<file path="config.mk">
export PLATFORM = sky130hd
export DESIGN_NAME = hplvds_rx_link_ctrl
export DESIGN_NICKNAME = d
export VERILOG_FILES = /design/src/rtl/hplvds_rx_link_ctrl.sv
export SDC_FILE = /design/constraint.sdc
export NUM_CORES = 1
export LEC_CHECK = 0
export CORE_MARGIN = 1
export CORE_UTILIZATION = 40
export CTS_BUF_LIST = sky130_fd_sc_hd__clkbuf_4 sky130_fd_sc_hd__clkbuf_8 sky130_fd_sc_hd__clkbuf_16
export DETAILED_ROUTE_END_ITERATION = 6
export PLACE_DENSITY_LB_ADDON = 0.25
export SYNTH_ARGS = -nofsm -noshare
export SYNTH_HDL_FRONTEND = slang
export SYNTH_SLANG_ARGS = --single-unit
</file>
<file path="constraint.sdc">
create_clock -name CLK_I -period 4.77 [get_ports CLK_I]
set_input_delay 0.477 -clock CLK_I [delete_from_list [all_inputs] [get_ports CLK_I]]
set_output_delay 0.477 -clock CLK_I [all_outputs]
set_load 0.05 [all_outputs]
</file>
<file path="src/rtl/hplvds_rx_link_ctrl.sv">
// HPLVDS receive-pad link controller: power-up sequencing of the RX cell,
// DI/EI synchronisation, electrical-idle debounce and LSB-first word deserialiser.
`timescale 1ns/1ps
module hplvds_rx_link_ctrl #(
  parameter int WORD_W     = 10,
  parameter int SETTLE_CYC = 64,
  parameter int IDLE_DEB   = 8
) (
  input  logic              CLK_I,
  input  logic              RSTN_I,
  input  logic              LINK_EN_I,
  input  logic [3:0]        RTERM_TRIM_CFG_I,
  input  logic              RX_POL_CFG_I,
  input  logic              DI_I,
  input  logic              EI_DETECT_I,
  output logic              RTERM_EN_O,
  output logic [3:0]        RTERM_TRIM_O,
  output logic              RX_VCM_EN_O,
  output logic              RX_EN_O,
  output logic              RX_POL_O,
  output logic              EI_DETECT_EN_O,
  output logic              READY_O,
  output logic              IDLE_O,
  output logic [WORD_W-1:0] WORD_O,
  output logic              WORD_VLD_O,
  output logic [1:0]        STATE_O
);

  localparam int SW = (SETTLE_CYC > 1) ? $clog2(SETTLE_CYC) : 1;
  localparam int DW = $clog2(IDLE_DEB + 1);
  localparam int BW = $clog2(WORD_W);

  localparam logic [SW-1:0] SETTLE_LAST = SW'(SETTLE_CYC - 1);
  localparam logic [DW-1:0] IDLE_MAX    = DW'(IDLE_DEB);
  localparam logic [DW-1:0] IDLE_PRE    = DW'(IDLE_DEB - 1);
  localparam logic [BW-1:0] BIT_LAST    = BW'(WORD_W - 1);

  typedef enum logic [1:0] {
    OFF    = 2'd0,
    TERM   = 2'd1,
    RXON   = 2'd2,
    ACTIVE = 2'd3
  } linkState_e;

  linkState_e        state, nextState;
  logic [SW-1:0]     settleCnt, settleCntNext;

  logic              termOn;
  logic              rxOn;
  logic              ready;
  logic [3:0]        trimQ;
  logic              polQ;

  logic              diMeta, diSync;
  logic              eiMeta, eiSync;

  logic [DW-1:0]     idleCnt;
  logic              idle;

  logic [WORD_W-1:0] shiftReg;
  logic [BW-1:0]     bitCnt;
  logic [WORD_W-1:0] wordQ;
  logic              wordVld;

  // State and settle-counter register
  always_ff @(posedge CLK_I or negedge RSTN_I) begin
    if (!RSTN_I) begin
      state     <= OFF;
      settleCnt <= '0;
    end else begin
      state     <= nextState;
      settleCnt <= settleCntNext;
    end
  end

  // Next-state logic: link-enable drop overrides every state; each settle state
  // lasts SETTLE_CYC cycles by counting the loaded value down to zero
  always_comb begin
    nextState     = state;
    settleCntNext = settleCnt;
    if (!LINK_EN_I) begin
      nextState     = OFF;
      settleCntNext = '0;
    end else begin
      unique case (state)
        OFF: begin
          nextState     = TERM;
          settleCntNext = SETTLE_LAST;
        end
        TERM: begin
          if (settleCnt == '0) begin
            nextState     = RXON;
            settleCntNext = SETTLE_LAST;
          end else begin
            settleCntNext = settleCnt - SW'(1);
          end
        end
        RXON: begin
          if (settleCnt == '0) begin
            nextState     = ACTIVE;
            settleCntNext = '0;
          end else begin
            settleCntNext = settleCnt - SW'(1);
          end
        end
        ACTIVE: begin
          nextState     = ACTIVE;
          settleCntNext = '0;
        end
        default: begin
          nextState     = OFF;
          settleCntNext = '0;
        end
      endcase
    end
  end

  // Pad control outputs registered from the next state so they track STATE_O exactly
  always_ff @(posedge CLK_I or negedge RSTN_I) begin
    if (!RSTN_I) begin
      termOn <= 1'b0;
      rxOn   <= 1'b0;
      ready  <= 1'b0;
    end else begin
      termOn <= (nextState != OFF);
      rxOn   <= (nextState == RXON) || (nextState == ACTIVE);
      ready  <= (nextState == ACTIVE);
    end
  end

  // Configuration pass-through, refreshed every cycle independent of link state
  always_ff @(posedge CLK_I or negedge RSTN_I) begin
    if (!RSTN_I) begin
      trimQ <= '0;
      polQ  <= 1'b0;
    end else begin
      trimQ <= RTERM_TRIM_CFG_I;
      polQ  <= RX_POL_CFG_I;
    end
  end

  // Two-flop synchronisers for pad data and idle flag, held clear while powered down
  always_ff @(posedge CLK_I or negedge RSTN_I) begin
    if (!RSTN_I) begin
      diMeta <= 1'b0;
      diSync <= 1'b0;
      eiMeta <= 1'b0;
      eiSync <= 1'b0;
    end else if (state == OFF) begin
      diMeta <= 1'b0;
      diSync <= 1'b0;
      eiMeta <= 1'b0;
      eiSync <= 1'b0;
    end else begin
      diMeta <= DI_I;
      diSync <= diMeta;
      eiMeta <= EI_DETECT_I;
      eiSync <= eiMeta;
    end
  end

  // Idle debounce: saturating run-length of synced EI=1; IDLE_O set on the edge the run reaches IDLE_DEB
  always_ff @(posedge CLK_I or negedge RSTN_I) begin
    if (!RSTN_I) begin
      idleCnt <= '0;
      idle    <= 1'b0;
    end else if (!LINK_EN_I || !rxOn || !eiSync) begin
      idleCnt <= '0;
      idle    <= 1'b0;
    end else begin
      if (idleCnt != IDLE_MAX) begin
        idleCnt <= idleCnt + DW'(1);
      end
      idle <= (idleCnt >= IDLE_PRE);
    end
  end

  // Deserialiser: LSB-first shift while ready and not idle; a full word loads WORD_O with a one-cycle strobe
  always_ff @(posedge CLK_I or negedge RSTN_I) begin
    if (!RSTN_I) begin
      shiftReg <= '0;
      bitCnt   <= '0;
      wordQ    <= '0;
      wordVld  <= 1'b0;
    end else begin
      wordVld <= 1'b0;
      if (!LINK_EN_I || !ready || idle) begin
        bitCnt <= '0;
      end else begin
        shiftReg <= {diSync, shiftReg[WORD_W-1:1]};
        if (bitCnt == BIT_LAST) begin
          wordQ   <= {diSync, shiftReg[WORD_W-1:1]};
          wordVld <= 1'b1;
          bitCnt  <= '0;
        end else begin
          bitCnt <= bitCnt + BW'(1);
        end
      end
    end
  end

  assign STATE_O        = state;
  assign RTERM_EN_O     = termOn;
  assign RX_VCM_EN_O    = termOn;
  assign RX_EN_O        = rxOn;
  assign EI_DETECT_EN_O = rxOn;
  assign READY_O        = ready;
  assign RTERM_TRIM_O   = trimQ;
  assign RX_POL_O       = polQ;
  assign IDLE_O         = idle;
  assign WORD_O         = wordQ;
  assign WORD_VLD_O     = wordVld;

endmodule

</file>
### Word-level counts from Yosys, hierarchy flattened

Cells that the tools add are included.

* equal/unequal tests: 7
* magnitude comparators: 1
* bitwise gates (word level): 1
* mux-type cells: 19
* reduce and logical (&&, ||, !) cells: 14
* add/sub/neg operators: 3

Operator list (count)
* one-hot mux 6 bit (4 select lines): 1
* 2-to-1 mux 6 bit: 3
* 2-to-1 mux 4 bit: 4
* adder 4 x 1 -> 4 bit, second input constant: 2
* equality test 2 bit, second input constant: 4
* one-hot mux 2 bit (4 select lines): 1
* 2-to-1 mux 1 bit: 7
* zero test 6 bit: 1
* 2-to-1 mux 2 bit: 3
* subtractor 6 x 1 -> 6 bit, second input constant: 1
* logical OR 1 bit: 5
* equality test 4 bit, second input constant: 1
* >= comparator 4 x 3 -> 1 bit, second input constant: 1
* zero test 1 bit: 4
* != test 4 bit, second input constant: 1
* nonzero test 2 bit: 2
* equality test 2 x 1 -> 1 bit, second input constant: 1
* zero test 2 bit: 1
* AND reduction 2 bit: 1
* inverter 1 bit: 1

* logic and storage cells: 62
* bits of input ports: 10
* output and inout port bits: 24
* register bits after elaboration: 50

### Depth between registers and ports, before layout

Gate-level depths: netlist (run 1).

* depth in word-level cells: 6
* depth in mapped cells: 6
* mapped depth without buffers: 6

### Worst setup path before layout (run 1)

No wires, ideal clock.

* path type: register to register
* start point: register idle, in the netlist IDLE_O
* end point: register wordQ[1], in the netlist WORD_O[1]
* buffers on the path: 1
* arrival time: 1479 ps
* slack: 3166 ps
* cell stages (with the launch flop): 5
* library setup time: 125 ps
* data required time: 4645 ps
* period minus slack after synthesis: 1604 ps
* path through: dfrtp_1 -> nand3b_4 -> nor3_4 -> buf_6 -> mux2_2

* cells in the longest elaborated chain, start to end: 3

Ends and longest elaborated chain
* from (decl): line 58 `logic idle;`
* from (signal assigned): line 174 `idle <= (idleCnt >= IDLE_PRE);`
* logical OR 1 bit: line 187 `if (!LINK_EN_I || !ready || idle) begin`
* inverter 1 bit (no source line)
* AND reduction 2 bit (no source line)
* to (signal assigned): line 192 `wordQ <= {diSync, shiftReg[WORD_W-1:1]};`
* to (decl): line 62 `logic [WORD_W-1:0] wordQ;`

No other way between the ends.
A chain may end at the register's enable or synchronous reset.

### Final worst setup path (run 1)

* start point: input LINK_EN_I
* end point: register wordQ[8], in the netlist WORD_O[8]

* cells in the longest elaborated chain, start to end: 5

Ends and longest elaborated chain
* from (decl): line 11 `input logic LINK_EN_I,`
* zero test 1 bit: line 187
* logical OR 1 bit (2 in series): line 187
* inverter 1 bit (no source line)
* AND reduction 2 bit (no source line)

No other way between the ends.

==> run_results.csv, run 1 <==
group,metric,value,unit
status,outcome,"finished clean",
sta,finalSetupViolations,0,
worst_setup_path,cp_max_fo,15,
worst_setup_path,worst_path_largest_cell_delay,0.77,ns
routing,detail_route.first_pass.iterations,2,
routing,wl,3.40,mm
floorplan,start_util,42.7,%
worst_setup_path,cp-startpoint,"LINK_EN_I",
pwr,irDropWorstVdd,0.000184,V
routing,drc_errors,0,
sta,fin_setup_tns,0,ns
global_route,overflow,0,
worst_setup_path,r2r_slack,3.09,ns
global_route,grt_pass1_wl,5.68,mm
cells_and_area,drive_above_1_share,17.3,%
clock_tree,clkSinkCount,49,
min_path,hold_class,"in -> async",
global_route,grt_max_degree,50,
logic_synthesis,ys_ff_latch,49,
logic_synthesis,ys_types,34,
floorplan,dieHeight,73.9,um
placement,dp_hpwl,2.46,mm
sta,finalClockSkew,0.0104,ns
worst_setup_path,worstPathRequired,4.95,ns
clock_tree,cts-buffers-inserted,5,
clock_tree,clock_path_buffers,2,
sta,finalWorstSetupSlack,2.52,ns
routing,viasPerCell,4.77,
cells_and_area,nets,211,
sta,fin_hold_ws,0.360,ns
logic_synthesis,ys_seq_area_share,59.3,%
cells_and_area,instances_no_fill,263,
sta,hold_viol,0,
sta,timing.fmax,444,MHz
worst_setup_path,critical_path_class,"in -> reg",
routing,drt_iter0_markers,37,
sta,period_needed,2.25,ns
placement,dp_cells,255,
worst_setup_path,cp-end-kind,"flip-flop",
placement,io_buffers,33,
clock_tree,cts_tree,"yes",
logic_synthesis,avgSynthCellArea,12.7,sq um
worst_setup_path,critPathTopFamily,"simple AND/OR/NAND/NOR gates",
global_route,grt.total_usage,14.1,%
worst_setup_path,crit_arrival,2.43,ns
cells_and_area,diodes,0,
sta,fin_crit_sh,47.2,%
floorplan,ios,34,
routing,vias,1255,
floorplan,die-area,5460,sq um
sta,max-slew-margin-rel,29.7,%
floorplan,core-area,4850,sq um
worst_setup_path,path_buf_inv,1,
floorplan,rows,25,
logic_synthesis,yosysWarnings,0,
logic_synthesis,syn-num-nets,179,
clock_tree,cts-root-buf,"clkbuf_8",
global_route,grt_pass1_vias,1290,
sta,slew_viol_final,0,
placement,post-place-ws,2.20,ns
clock_tree,post_cts_buffers,0,
worst_setup_path,startpoint_type,"primary input",
cells_and_area,fillers,421,
global_route,antenna_found_initial,0,
clock_tree,ctsResizeCount,0,
placement,gp_congestion,0.794,
floorplan,die_w,73.9,um
clock_tree,htreeDepth,2,
logic_synthesis,synth_area,2070,sq um
run,max-cap-violations,0,
sta,worstMarginPinSlew,1.06,ns
pwr,p_leak,1.15,nW
worst_setup_path,cpMaxStageDelayCell,"clkdlybuf4s50_1",
routing,wl_per_cell,12.9,um
worst_setup_path,r2r-start,"IDLE_O",
routing,ant_nets,0,
worst_setup_path,ff2ff_path_depth,3,
sta,rsz0062_at_grt,"false",
worst_setup_path,r2r_end,"WORD_O[8]",
clock_tree,cts_hold_buf,0,
cells_and_area,syn2layout_area_growth,22.6,%
logic_synthesis,syn-instance-count,163,
pwr,p_per_area,317,nW/um^2
clock_tree,clkLatencyLatePin,0.30,ns
clock_tree,cts.clk_slew.worst_paths,0.09,ns
worst_setup_path,cp_cell_sequence,"clkdlybuf4s50_1, nand3b_4, nor3_4, mux2_2",
==> worst register-to-register path, delay by kind of cell, from the launching register on <==
kind	cells	cell delay, ns
AND/OR/NAND/NOR	2	0.77
flip-flops	1	0.40
multiplexers	1	0.40
==> power breakdown <==
group	switching [mW]	internal (mW)
logic	0.0552	0.0393
clock network	0.132	0.134
registers	0.0147	0.430
==> metrics by stage <==
stage | util [%] | area, sq um | total power [mW]
after global routing | 52.3 | 2540 | 0.847
final | 52.3 | 2540 | 0.805
after floorplan | - | 2070 | 0.513
after global placement | 50.1 | 2430 | 0.545
after detailed placement | 50.1 | 2430 | 0.549
after CTS | 52.3 | 2540 | 0.817
==> final cells by class <==
type / instances / area [sq um] / area share, %
tap: 67 / 83.8 / 3.31
clock inverter: 1 / 8.76 / 0.345
multi-input combinational: 101 / 777 / 30.6
inverter: 5 / 18.8 / 0.740
sequential: 49 / 1230 / 48.3
timing repair buffer: 33 / 325 / 12.8
clock buffer: 7 / 96.3 / 3.80
==> state kept, by name, summed over array words and instances (netlist names) <==
| name | flops |
|---|---|
| eiSync | 1 |
| WORD_VLD_O | 1 |
| RTERM_TRIM_O | 4 |
| diSync | 1 |
| IDLE_O | 1 |
| WORD_O | 10 |
| bitCnt | 4 |
| idleCnt | 4 |
| shiftReg | 9 |
| EI_DETECT_EN_O | 1 |
| diMeta | 1 |
| STATE_O | 2 |
| READY_O | 1 |
| RX_POL_O | 1 |
| eiMeta | 1 |
| settleCnt | 6 |
| RTERM_EN_O | 1 |
==> worst max path at each step <==
stage                     slack [ns]   endpoint  depth (start not counted)
after floorplan                 3.17  WORD_O[1]                          4
after global placement          2.29  WORD_O[7]                          4
after detailed placement        2.20  WORD_O[9]                          4
after CTS                       2.52  WORD_O[9]                          4
after global routing            2.42  WORD_O[8]                          4
final                           2.52  WORD_O[8]                          4
==> cells in the mapped netlist <==
library cell,number,area [sq um]
nand3b_4,1,20.0
a21oi_1,6,30.0
nand2b_1,3,18.8
o21a_1,2,15.0
inv_1,5,18.8
clkbuf_1,4,15.0
nor2b_1,8,50.1
and4_1,1,8.76
dfrtp_1,49,1230
buf_2,1,5.00
o21ai_0,4,20.0
nor3b_1,1,7.51
or2_2,1,6.26
nand3_1,4,20.0
or3b_1,1,8.76
and3_1,2,12.5
nand2_1,8,30.0
and2_1,3,18.8
nand3b_1,3,22.5
a31o_2,1,8.76
buf_4,2,15.0
mux2_2,20,225
nor3_1,1,5.00
ha_1,6,75.1
xnor2_1,4,35.0
buf_6,1,11.3
o2bb2ai_1,1,8.76
a32oi_1,1,8.76
o21bai_1,1,7.51
mux2i_1,1,10.0
a22o_1,1,8.76
xor2_1,2,17.5
nor3_4,2,32.5
nor2_1,12,45.0
==> layout by cell type (no fill, tap or decap), drive strengths merged, types with 2 or more instances in the layout <==
cell           instances
nor3                   3
nand2b                 3
and2                   3
ha                     6
nor2                  12
mux2                  20
xnor2                  4
xor2                   2
nor2b                  8
a21oi                  6
and3                   2
dfrtp                 49
nand3                  4
clkbuf                 7
nand3b                 4
inv                    6
nand2                  8
o21a                   2
clkdlybuf4s50         32
o21ai                  4
==> layer usage <==
layer  routed length (um)  vias up  global-route usage [%]
met5                    0        -                       0
met1                 1430      615                    15.3
met2                 1750       24                    24.3
met3                  161        8                    5.62
li1                     -      608                       -
met4                   58        0                    6.41
==> kinds of logic (layout without fill, tap and decap cells) <==
kind of cell	Yosys count	after routing	synth area share, %
AOI/OAI and AO/OA	17	17	5.20
muxes	21	21	11.4
adders and majority gates	6	6	3.63
and+or+nand+nor	51	51	14.8
buffers and inverters	13	46	3.15
xor gates and xnor gates	6	6	2.54
DFF	49	49	59.3
No activity file was read; power rests on OpenSTA's default activity.
==> run 2: changes to the inputs <==
- clock period: 4.77 -> 1.9 ns (I/O delays scaled with it)
==> run_results.csv, run 2 (same netlist as run 1, synthesis figures left out) <==
group,metric,value,unit
global_route,antenna_found_initial,0,
worst_setup_path,cp_cell_sequence,"clkdlybuf4s50_1",
pwr,internal_power,1.48,mW
floorplan,die_w,73.9,um
cells_and_area,fillers,400,
worst_setup_path,cpMaxStageDelayCell,"clkdlybuf4s50_1",
cells_and_area,largest_register_ffs,10,
sta,rsz0062_at_grt,"false",
placement,placed_cell_area,2470,sq um
placement,gp_congestion,0.746,
pwr,combPwrFrac,12.1,%
routing,wl,3.56,mm
sta,hold_viol,0,
sta,fin_setup_tns,0,ns
routing,viasPerCell,4.78,
routing,wl_per_cell,13.3,um
pwr,clock_power_share,31.9,%
worst_setup_path,cp-startpoint,"READY_O",
sta,slew_viol_final,0,
floorplan,rows,25,
clock_tree,cts.clk_slew.worst_paths,0.09,ns
pwr,switching_share,25.8,%
worst_setup_path,critical_path_class,"reg -> out",
pwr,p_sw,0.514,mW
worst_setup_path,crit_arrival,1.53,ns
sta,finalClockSkew,0.00671,ns
pwr,power_frac_seq,56.0,%
global_route,grt.total_usage,15.1,%
clock_tree,clock_path_buffers,2,
worst_setup_path,critPathTopFamily,"buffers and inverters",
worst_setup_path,cp-end-kind,"output port",
routing,vias,1280,
sta,timing.fmax,581,MHz
pwr,power.total,1.99,mW
clock_tree,clkLatencyLatePin,0.29,ns
worst_setup_path,cp_max_fo,2,
placement,dp_hpwl,2.54,mm
cells_and_area,fin_area,2570,sq um
floorplan,die-area,5460,sq um
run,max-cap-violations,0,
min_path,worstHoldStart,"RTERM_TRIM_CFG_I[1]",
cells_and_area,multi_input_area,777,sq um
pwr,p_per_area,774,nW/um^2
status,outcome,"finished clean",
cells_and_area,ff_latch_area,1230,sq um
cells_and_area,drive_above_1_share,19.9,%
cells_and_area,final_cell_mix,"dfrtp_1, clkdlybuf4s50_1, mux2_2",
clock_tree,htreeDepth,2,
floorplan,start_util,42.7,%
clock_tree,cts_tree,"yes",
sta,fin_crit_sh,90.5,%
clock_tree,cts-root-buf,"clkbuf_8",
sta,period_needed,1.72,ns
floorplan,dieHeight,73.9,um
routing,ant_nets,0,
global_route,grt_max_degree,27,
cells_and_area,layout_commonest_cell,"dfrtp_1",
pwr,p_leak,1.18,nW
placement,io_buffers,33,
routing,drc_errors,0,
min_path,hold_class,"in -> reg",
worst_setup_path,worst_path_largest_cell_delay,0.82,ns
cells_and_area,diodes,0,
sta,finalSetupViolations,0,
worst_setup_path,worstPathRequired,1.71,ns
sta,max-slew-margin-rel,60.1,%
global_route,grt_pass1_wl,6.07,mm
worst_setup_path,startpoint_type,"flip-flop",
clock_tree,clkSinkCount,49,
cells_and_area,nets,216,
sta,worstMarginPinSlew,0.598,ns
floorplan,core-area,4850,sq um
routing,drt_iter0_markers,60,
global_route,overflow,0,
routing,detail_route.first_pass.iterations,4,
worst_setup_path,r2r-start,"settleCnt[0]",
clock_tree,cts-buffers-inserted,5,
floorplan,ios,34,
global_route,grt_pass1_vias,1355,
worst_setup_path,path_buf_inv,1,
pwr,irDropWorstVdd,0.000400,V
cells_and_area,syn2layout_area_growth,24.5,%
[run 2: power groups by stage]
stage	Clock [mW]	Combinational, mW	Sequential, mW
2_1_floorplan	0	0.125	1.16
5_1_grt	0.691	0.267	1.12
3_3_place_gp	0	0.237	1.14
4_1_cts	0.657	0.245	1.12
6_report	0.636	0.240	1.12
3_5_place_dp	0	0.242	1.14
[run 2: metrics by stage]
stage,instances,setup slack (ns),hold slack (ns),utilization (%)
after floorplan,163,0.296,-0.106,-
after global placement,259,0.232,0.218,50.9
after detailed placement,259,0.200,0.231,50.9
after CTS,268,0.167,0.318,53.1
after global routing,268,0.120,0.317,53.1
final,268,0.180,0.331,53.1
[run 2: worst paths after layout]
path,slack (ns),end,cells after the start
min in group asynchronous,0.43,settleCnt[2],2
max in group asynchronous,0.93,diSync,3
min reg2reg,0.48,eiSync,1
min,0.33,RTERM_TRIM_O[1],1
max reg2reg,0.23,settleCnt[4],6
max,0.18,READY_O,1
[run 2: what timing repair did]
item / CTS / global route
gates resized for setup: 0 / 0
hold endpoints to repair: 25 / 0
hold buffers: 1 / 0
setup buffers: 0 / 0
[run 2: area by class of cell]
cell class / instances / area share (%)
Clock buffer: 6 / 3.21
Multi-Input combinational cell: 101 / 30.2
Inverter: 5 / 0.729
Clock inverter: 2 / 0.534
Tap cell: 67 / 3.26
Sequential cell: 49 / 47.6
Timing Repair Buffer: 38 / 14.5
[run 2: routing by layer]
metal  routed length (um)  GRT usage, %  vias to the layer above
li1                     -             -                      621
met3                  154          4.94                        6
met5                    0             0                        -
met1                 1530          17.8                      620
met4                   60          6.41                        0
met2                 1820          25.5                       33
